--- config.mk ---
export PLATFORM = sky130hd
export DESIGN_NAME = stereo_dac_output
export DESIGN_NICKNAME = d
export VERILOG_FILES = /design/src/rtl/stereo_dac_output.sv
export SDC_FILE = /design/constraint.sdc
export NUM_CORES = 1
export LEC_CHECK = 0
export CAP_MARGIN = 20
export CORE_MARGIN = 5
export CORE_UTILIZATION = 50
export DETAILED_ROUTE_END_ITERATION = 7
export GPL_ROUTABILITY_DRIVEN = 0
export PLACE_DENSITY = 0.71
export SLEW_MARGIN = 20
export SYNTH_ARGS = -nofsm -noshare
export SYNTH_HDL_FRONTEND = slang
export SYNTH_SLANG_ARGS = --single-unit
export TNS_END_PERCENT = 5
--- constraint.sdc ---
create_clock -name clk -period 8.5 [get_ports clk]
set_clock_uncertainty 0.2 [all_clocks]
set_input_delay 1.275 -clock clk [delete_from_list [all_inputs] [get_ports clk]]
set_output_delay 1.275 -clock clk [all_outputs]
set_load 0.1 [all_outputs]
--- src/rtl/stereo_dac_output.sv ---
// stereo_dac_output: two-channel audio output stage.
// Each 18-bit signed sample pair is linearly interpolated over 32 steps of
// TICK_DIV clocks. Each channel then feeds a 1-bit sigma-delta modulator that
// runs at the full clock rate.
// Optional build macro DAC_SD_2ND_ORDER_EN: when it is defined, each channel
// uses a second-order error-feedback modulator. When it is undefined, each
// channel uses a first-order accumulator, which is the default.
module stereo_dac_output #(
    parameter int INTERP_LOG2 = 5,
    parameter int TICK_DIV    = 65,
    parameter int DATA_W      = 18
) (
    input  logic              clk,
    input  logic              reset,
    input  logic              sample_in_rdy,
    input  logic [DATA_W-1:0] sample_in_l,
    input  logic [DATA_W-1:0] sample_in_r,
    output logic              dac_out_l,
    output logic              dac_out_r
);
    localparam int ACC_W  = DATA_W + INTERP_LOG2;
    localparam int STEPS  = 1 << INTERP_LOG2;
    localparam int STEP_W = INTERP_LOG2 + 1;
    localparam int TICK_W = $clog2(TICK_DIV);

    logic [TICK_W-1:0] tick_q, tick_d;
    logic [STEP_W-1:0] step_q, step_d;
    logic              tick_fire;
    logic              ramp_en;

    // A tick fires on the last count. A strobe has priority over a tick that lands on the same edge.
    assign tick_fire = (tick_q == TICK_W'(TICK_DIV - 1));
    assign ramp_en   = tick_fire && (step_q < STEP_W'(STEPS)) && !sample_in_rdy;

    // Next state of the shared tick/step counters; a strobe restarts both.
    always_comb begin
        tick_d = tick_fire ? '0 : tick_q + TICK_W'(1);
        step_d = ramp_en ? step_q + STEP_W'(1) : step_q;
        if (sample_in_rdy) begin
            tick_d = '0;
            step_d = '0;
        end
    end

    // Shared counters. The step counter parks at STEPS while no ramp is active.
    always_ff @(posedge clk) begin
        if (reset) begin
            tick_q <= '0;
            step_q <= STEP_W'(STEPS);
        end else begin
            tick_q <= tick_d;
            step_q <= step_d;
        end
    end

    for (genvar ch = 0; ch < 2; ch++) begin : g_ch
        logic [DATA_W-1:0]        samp;
        logic signed [DATA_W-1:0] prev_q, prev_d;
        logic signed [DATA_W-1:0] target_q, target_d;
        logic signed [DATA_W:0]   diff;
        logic signed [ACC_W-1:0]  yacc_q, yacc_d;
        logic signed [DATA_W-1:0] y;
        logic                     dac_q;

        if (ch == 0) begin : g_left
            assign samp      = sample_in_l;
            assign dac_out_l = dac_q;
        end else begin : g_right
            assign samp      = sample_in_r;
            assign dac_out_r = dac_q;
        end

        // The slope is a 19-bit difference, so a full-scale swing never wraps.
        assign diff = {target_q[DATA_W-1], target_q} - {prev_q[DATA_W-1], prev_q};
        // The interpolated value is the top DATA_W bits of the accumulator, which is an arithmetic shift.
        assign y    = yacc_q[ACC_W-1:INTERP_LOG2];

        // Interpolator next state. A strobe snaps the accumulator to the old target; each tick adds one slope step.
        always_comb begin
            prev_d   = prev_q;
            target_d = target_q;
            yacc_d   = yacc_q;
            if (sample_in_rdy) begin
                prev_d   = target_q;
                target_d = samp;
                yacc_d   = {target_q, {INTERP_LOG2{1'b0}}};
            end else if (ramp_en) begin
                yacc_d = yacc_q + {{(ACC_W - DATA_W - 1){diff[DATA_W]}}, diff};
            end
        end

        // Interpolator registers.
        always_ff @(posedge clk) begin
            if (reset) begin
                prev_q   <= '0;
                target_q <= '0;
                yacc_q   <= '0;
            end else begin
                prev_q   <= prev_d;
                target_q <= target_d;
                yacc_q   <= yacc_d;
            end
        end

`ifdef DAC_SD_2ND_ORDER_EN
        localparam int I1_W = 22;
        localparam int I2_W = 26;
        logic signed [I1_W-1:0] i1_q, i1_d;
        logic signed [I2_W-1:0] i2_q, i2_d;
        logic [I1_W+1:0]        i1_sum;
        logic [I2_W+1:0]        i2_sum;
        logic [DATA_W:0]        fb;
        logic                   dac_d;

        // The feedback is +/- half of full scale, selected by the bit already on the pin.
        assign fb = dac_q ? {2'b01, {(DATA_W - 1){1'b0}}} : {2'b11, {(DATA_W - 1){1'b0}}};

        // Two saturating integrators. The second integrator takes the freshly updated first one (a CIFB loop), so the noise transfer is (1 - z^-1)^2.
        always_comb begin
            i1_sum = {{2{i1_q[I1_W-1]}}, i1_q}
                   + {{(I1_W + 2 - DATA_W){y[DATA_W-1]}}, y}
                   - {{(I1_W + 1 - DATA_W){fb[DATA_W]}}, fb};
            if ((i1_sum[I1_W+1:I1_W-1] == 3'b000) || (i1_sum[I1_W+1:I1_W-1] == 3'b111))
                i1_d = i1_sum[I1_W-1:0];
            else if (i1_sum[I1_W+1])
                i1_d = {1'b1, {(I1_W - 1){1'b0}}};
            else
                i1_d = {1'b0, {(I1_W - 1){1'b1}}};

            i2_sum = {{2{i2_q[I2_W-1]}}, i2_q}
                   + {{(I2_W + 2 - I1_W){i1_d[I1_W-1]}}, i1_d}
                   - {{(I2_W + 1 - DATA_W){fb[DATA_W]}}, fb};
            if ((i2_sum[I2_W+1:I2_W-1] == 3'b000) || (i2_sum[I2_W+1:I2_W-1] == 3'b111))
                i2_d = i2_sum[I2_W-1:0];
            else if (i2_sum[I2_W+1])
                i2_d = {1'b1, {(I2_W - 1){1'b0}}};
            else
                i2_d = {1'b0, {(I2_W - 1){1'b1}}};

            dac_d = ~i2_d[I2_W-1];
        end

        // Second-order modulator state and the registered output bit.
        always_ff @(posedge clk) begin
            if (reset) begin
                i1_q  <= '0;
                i2_q  <= '0;
                dac_q <= 1'b0;
            end else begin
                i1_q  <= i1_d;
                i2_q  <= i2_d;
                dac_q <= dac_d;
            end
        end
`else
        logic [DATA_W-1:0] sd_acc_q;
        logic [DATA_W:0]   sd_sum;

        // Converting to offset binary only needs the sign bit flipped. The carry out of the sum is the output bit.
        assign sd_sum = {1'b0, sd_acc_q} + {1'b0, ~y[DATA_W-1], y[DATA_W-2:0]};

        // First-order accumulator and the registered output bit.
        always_ff @(posedge clk) begin
            if (reset) begin
                sd_acc_q <= '0;
                dac_q    <= 1'b0;
            end else begin
                sd_acc_q <= sd_sum[DATA_W-1:0];
                dac_q    <= sd_sum[DATA_W];
            end
        end
`endif
    end

endmodule

==> impl_summary.log <==
INFO  metric outcome = finished, final reports clean
INFO  metric postCtsHoldBufs = 0
INFO  metric cts_buffer_depth = 2
INFO  metric totalPowerFinal = 2.31 mW
INFO  metric dpl_worst_slack = 3.47 ns
INFO  metric grt.met1_usage = 0.301
INFO  metric power.density_cell_area = 188 nW/µm²
INFO  metric final_layout_size_suffix_gt1_frac = 0.0409
INFO  metric max-cap-violations = 0
INFO  metric h-tree-depth = 4
INFO  metric placementRows = 54
INFO  metric achievable-frequency = 0.195 GHz
INFO  metric grt_pass1_wl = 43100 µm
INFO  metric synth_edf_count = 0
INFO  metric use_met3 = 0.0350
INFO  metric top_level_ports = 41
INFO  metric grtUsageTotal = 0.201
INFO  metric postSynthAreaPerCell = 8.32 µm²
INFO  metric final.setup.tns = 0 ns
INFO  metric tritoncts_num_sinks = 169
INFO  metric tightestPinTransition = 0.966 ns
INFO  metric met2_usage = 0.298
INFO  metric nNetsFinal = 1521
INFO  metric antenna_cells_inserted = 0
INFO  metric worst-endpoint-arrival = 5.27 ns
INFO  metric worst_hold_path_type = reg2reg
INFO  metric top_cells_by_area_in_the_synthesized_netlist = sky130_fd_sc_hd__dfxtp_1 (31%), sky130_fd_sc_hd__ha_1 (14%), sky130_fd_sc_hd__mux2i_1 (6.2%)
INFO  metric path_clk_slew = 0.07 ns
INFO  metric worst_skew_pair.late_latency = 0.43 ns
INFO  metric setup_viol = 0
INFO  metric synth_to_final_area_change = 10.9%
INFO  metric placeableCoreArea = 21800 µm²
INFO  metric p_sw_frac = 0.329
INFO  metric antenna_found_initial = 0
INFO  metric number_of_global_route_vias_before_repair = 8730
INFO  metric slew_violations = 0
INFO  metric total_leakage_power = 5.43 nW
INFO  metric via_count = 9322
INFO  metric floorplan.die_area = 25200 µm²
INFO  metric route.antenna.remaining_nets = 0
INFO  metric numCtsBuffers = 17
INFO  metric yosys_most_used_dff = sky130_fd_sc_hd__dfxtp_1
INFO  metric routed_via_density = 5.66
INFO  metric synth_cells = 1332
INFO  metric p_sw = 0.760 mW
INFO  metric cp_data_required_time = 8.65 ns
INFO  metric cts_tree = built
INFO  metric post_cts_setup_buffer_count = 0
INFO  metric nFillCells = 2014
INFO  metric slew_headroom = 0.354
INFO  metric starting_density_of_the_core = 0.508
INFO  metric post-route-period-util = 0.603
INFO  metric cts-resized-gates = 0
INFO  metric synthesis.yosys.warnings = 0
INFO  metric gr-total-overflow = 0
INFO  metric drtPass1Iterations = 5
INFO  metric die-width = 159 µm
INFO  metric ys_ff_latch = 169
INFO  metric p_clk_frac = 0.327
INFO  metric synth_top_area_cell = sky130_fd_sc_hd__dfxtp_1
INFO  metric min_period = 5.12 ns
INFO  metric intPower = 1.55 mW
INFO  metric grt_start_max_net_pins = 76
INFO  metric report.final.hold_viol_count = 0
INFO  metric vdd.ir_drop.worst = 0.139 mV
INFO  metric die-height = 159 µm
INFO  metric clockRootBuffer = sky130_fd_sc_hd__clkbuf_16
INFO  metric post-synth-top-area-fraction = 0.305
INFO  metric seq_power_share = 0.376
INFO  metric grt_setup_unrepaired = no
INFO  metric setup_slack = 3.38 ns
INFO  metric setup.worst_path.end_class = register
INFO  metric crit_path_start_kind = register
INFO  metric worst_r2r_path_depth = 21
INFO  metric hold_path_depth = 2
INFO  metric drc = 0
INFO  metric syn_area = 11100 µm²
INFO  metric dp_hpwl = 18200 µm
INFO  metric busiest_layer = met1
INFO  metric wirelength = 25500 µm
INFO  metric share_comb_of_total_power = 0.297
INFO  metric yosysSeqAreaShare = 0.305
INFO  metric crit_type = reg2reg
INFO  metric port_buffers = 40
INFO  metric synth_nets = 1498
INFO  metric first_iter_violations = 585
INFO  metric async_flop_share = 0
INFO  metric drt-wirelength-per-cell = 15.5 µm
INFO  metric ys_types = 76
INFO  metric timing.critical_path.fanout_max = 5
synth_stat cells, types with 3 or more instances:
| library cell | count |
|---|---|
| sky130_fd_sc_hd__nor2_1 | 177 |
| sky130_fd_sc_hd__dfxtp_1 | 169 |
| sky130_fd_sc_hd__ha_1 | 121 |
| sky130_fd_sc_hd__a21oi_1 | 118 |
| sky130_fd_sc_hd__nand2_1 | 94 |
| sky130_fd_sc_hd__inv_1 | 78 |
| sky130_fd_sc_hd__mux2i_1 | 69 |
| sky130_fd_sc_hd__o21ai_0 | 54 |
| sky130_fd_sc_hd__xnor2_1 | 54 |
| sky130_fd_sc_hd__xor2_1 | 36 |
| sky130_fd_sc_hd__clkbuf_1 | 31 |
| sky130_fd_sc_hd__a21o_1 | 30 |
| sky130_fd_sc_hd__nor3_1 | 27 |
| sky130_fd_sc_hd__nor2b_1 | 20 |
| sky130_fd_sc_hd__o21a_1 | 19 |
| sky130_fd_sc_hd__nand3_1 | 18 |
| sky130_fd_sc_hd__o21ai_1 | 15 |
| sky130_fd_sc_hd__a31oi_1 | 12 |
| sky130_fd_sc_hd__buf_1 | 11 |
| sky130_fd_sc_hd__or3_1 | 11 |
| sky130_fd_sc_hd__and3_1 | 10 |
| sky130_fd_sc_hd__nand2b_1 | 10 |
| sky130_fd_sc_hd__a211oi_1 | 8 |
| sky130_fd_sc_hd__o211a_1 | 8 |
| sky130_fd_sc_hd__o211ai_1 | 8 |
| sky130_fd_sc_hd__a221oi_1 | 7 |
| sky130_fd_sc_hd__and2_1 | 7 |
| sky130_fd_sc_hd__nand4_1 | 7 |
| sky130_fd_sc_hd__fa_1 | 6 |
| sky130_fd_sc_hd__nor3b_1 | 6 |
| sky130_fd_sc_hd__o21bai_1 | 6 |
| sky130_fd_sc_hd__a211o_1 | 5 |
| sky130_fd_sc_hd__o221a_2 | 5 |
| sky130_fd_sc_hd__o31ai_1 | 5 |
| sky130_fd_sc_hd__a2111oi_0 | 4 |
| sky130_fd_sc_hd__and4_1 | 4 |
| sky130_fd_sc_hd__o221ai_1 | 4 |
| sky130_fd_sc_hd__o31a_1 | 4 |
| sky130_fd_sc_hd__a21boi_0 | 3 |
| sky130_fd_sc_hd__a311oi_1 | 3 |
| sky130_fd_sc_hd__nor4b_1 | 3 |
final cells by class:
cell class / count / area [µm²] / share of cell area
multi-input cells: 1041 / 7250 / 0.590
flip-flops and latches: 169 / 3380 / 0.275
clock buffers: 20 / 447 / 0.0364
repair buffers: 46 / 444 / 0.0361
well taps: 280 / 350 / 0.0285
inverters: 80 / 300 / 0.0244
clock inverters: 12 / 118 / 0.00957
through the flow:
stage          cell area [µm²]   util  hold WS (ns)  instances
4_1_cts                  12300  0.563         0.264       1648
3_3_place_gp             11700  0.537         0.243       1615
5_1_grt                  12300  0.563         0.288       1648
2_1_floorplan            11100      -         0.230       1332
6_report                 12300  0.563         0.262       1648
3_5_place_dp             11700  0.537         0.252       1616
logic make-up (layout without fill, tap and decap cells):
logic type / after synthesis / after routing / synth area share
and+or+nand+nor: 401 / 401 / 0.163
adders and majority gates: 127 / 127 / 0.147
xor gates and xnor gates: 90 / 90 / 0.0711
muxes: 71 / 71 / 0.0643
buffers and inverters: 122 / 158 / 0.0413
AOI/OAI and AO/OA: 352 / 352 / 0.207
DFF: 169 / 169 / 0.305
worst max-delay path: stages, from the launching register on:
cell	delay, ns
sky130_fd_sc_hd__dfxtp_1	0.33
sky130_fd_sc_hd__inv_1	0.08
sky130_fd_sc_hd__ha_1	0.20
sky130_fd_sc_hd__fa_1	0.22
sky130_fd_sc_hd__nor2b_1	0.07
sky130_fd_sc_hd__o31a_1	0.27
sky130_fd_sc_hd__o22a_1	0.22
sky130_fd_sc_hd__a211o_1	0.31
sky130_fd_sc_hd__o21ai_0	0.24
sky130_fd_sc_hd__a21oi_1	0.10
sky130_fd_sc_hd__a21oi_1	0.25
sky130_fd_sc_hd__xnor2_1	0.17
sky130_fd_sc_hd__ha_1	0.30
sky130_fd_sc_hd__and2_1	0.16
sky130_fd_sc_hd__nor2b_1	0.13
sky130_fd_sc_hd__and2_1	0.17
sky130_fd_sc_hd__a32oi_1	0.27
sky130_fd_sc_hd__a21oi_2	0.10
sky130_fd_sc_hd__o311a_1	0.34
sky130_fd_sc_hd__o21a_1	0.20
sky130_fd_sc_hd__or4_1	0.46
sky130_fd_sc_hd__a311oi_1	0.24
state kept, by name (all words and copies together) (netlist names):
register and count:
g_ch.yacc_q 46, g_ch.prev_q 36, g_ch.sd_acc_q 36, g_ch.target_q 36, tick_q 7, step_q 6
dac_out_l 1, dac_out_r 1
placed cells by master (no fill, tap or decap), types with 38 or more instances in the layout:
master,n
sky130_fd_sc_hd__nor2_1,176
sky130_fd_sc_hd__mux2i_1,69
sky130_fd_sc_hd__a21oi_1,118
sky130_fd_sc_hd__xnor2_1,54
sky130_fd_sc_hd__o21ai_0,54
sky130_fd_sc_hd__dfxtp_1,169
sky130_fd_sc_hd__inv_1,78
sky130_fd_sc_hd__ha_1,121
sky130_fd_sc_hd__clkdlybuf4s50_1,38
sky130_fd_sc_hd__nand2_1,94
layer usage:
layer / wire length [µm] / share of wire / vias up
met5: 0 / 0 / -
met4: 316 / 0.012 / 0
met3: 1330 / 0.052 / 25
met2: 10700 / 0.42 / 218
met1: 13200 / 0.52 / 4291
li1: - / - / 4788
final timing paths:
check | slack, ns | end | from
setup reg to reg | 3.38 | g_ch[1].yacc_q[22]$_SDFFE_PP0P_ | g_ch[1].target_q[0]$_SDFFE_PP0P_
hold reg to reg | 0.26 | g_ch[1].yacc_q[3]$_SDFFE_PP0P_ | g_ch[1].yacc_q[3]$_SDFFE_PP0P_
hold / removal | 0.26 | g_ch[1].yacc_q[3]$_SDFFE_PP0P_ | g_ch[1].yacc_q[3]$_SDFFE_PP0P_
setup / recovery | 3.38 | g_ch[1].yacc_q[22]$_SDFFE_PP0P_ | g_ch[1].target_q[0]$_SDFFE_PP0P_
power by group through the flow:
| stage | clock (mW) | combinational [mW] | sequential [mW] |
|---|---|---|---|
| 3_3_place_gp | 0 | 0.658 | 0.883 |
| 6_report | 0.755 | 0.685 | 0.867 |
| 3_5_place_dp | 0 | 0.669 | 0.885 |
| 5_1_grt | 0.809 | 0.761 | 0.872 |
| 2_1_floorplan | 0 | 0.533 | 0.877 |
| 4_1_cts | 0.771 | 0.676 | 0.867 |
(Power assumes the default switching activity.)
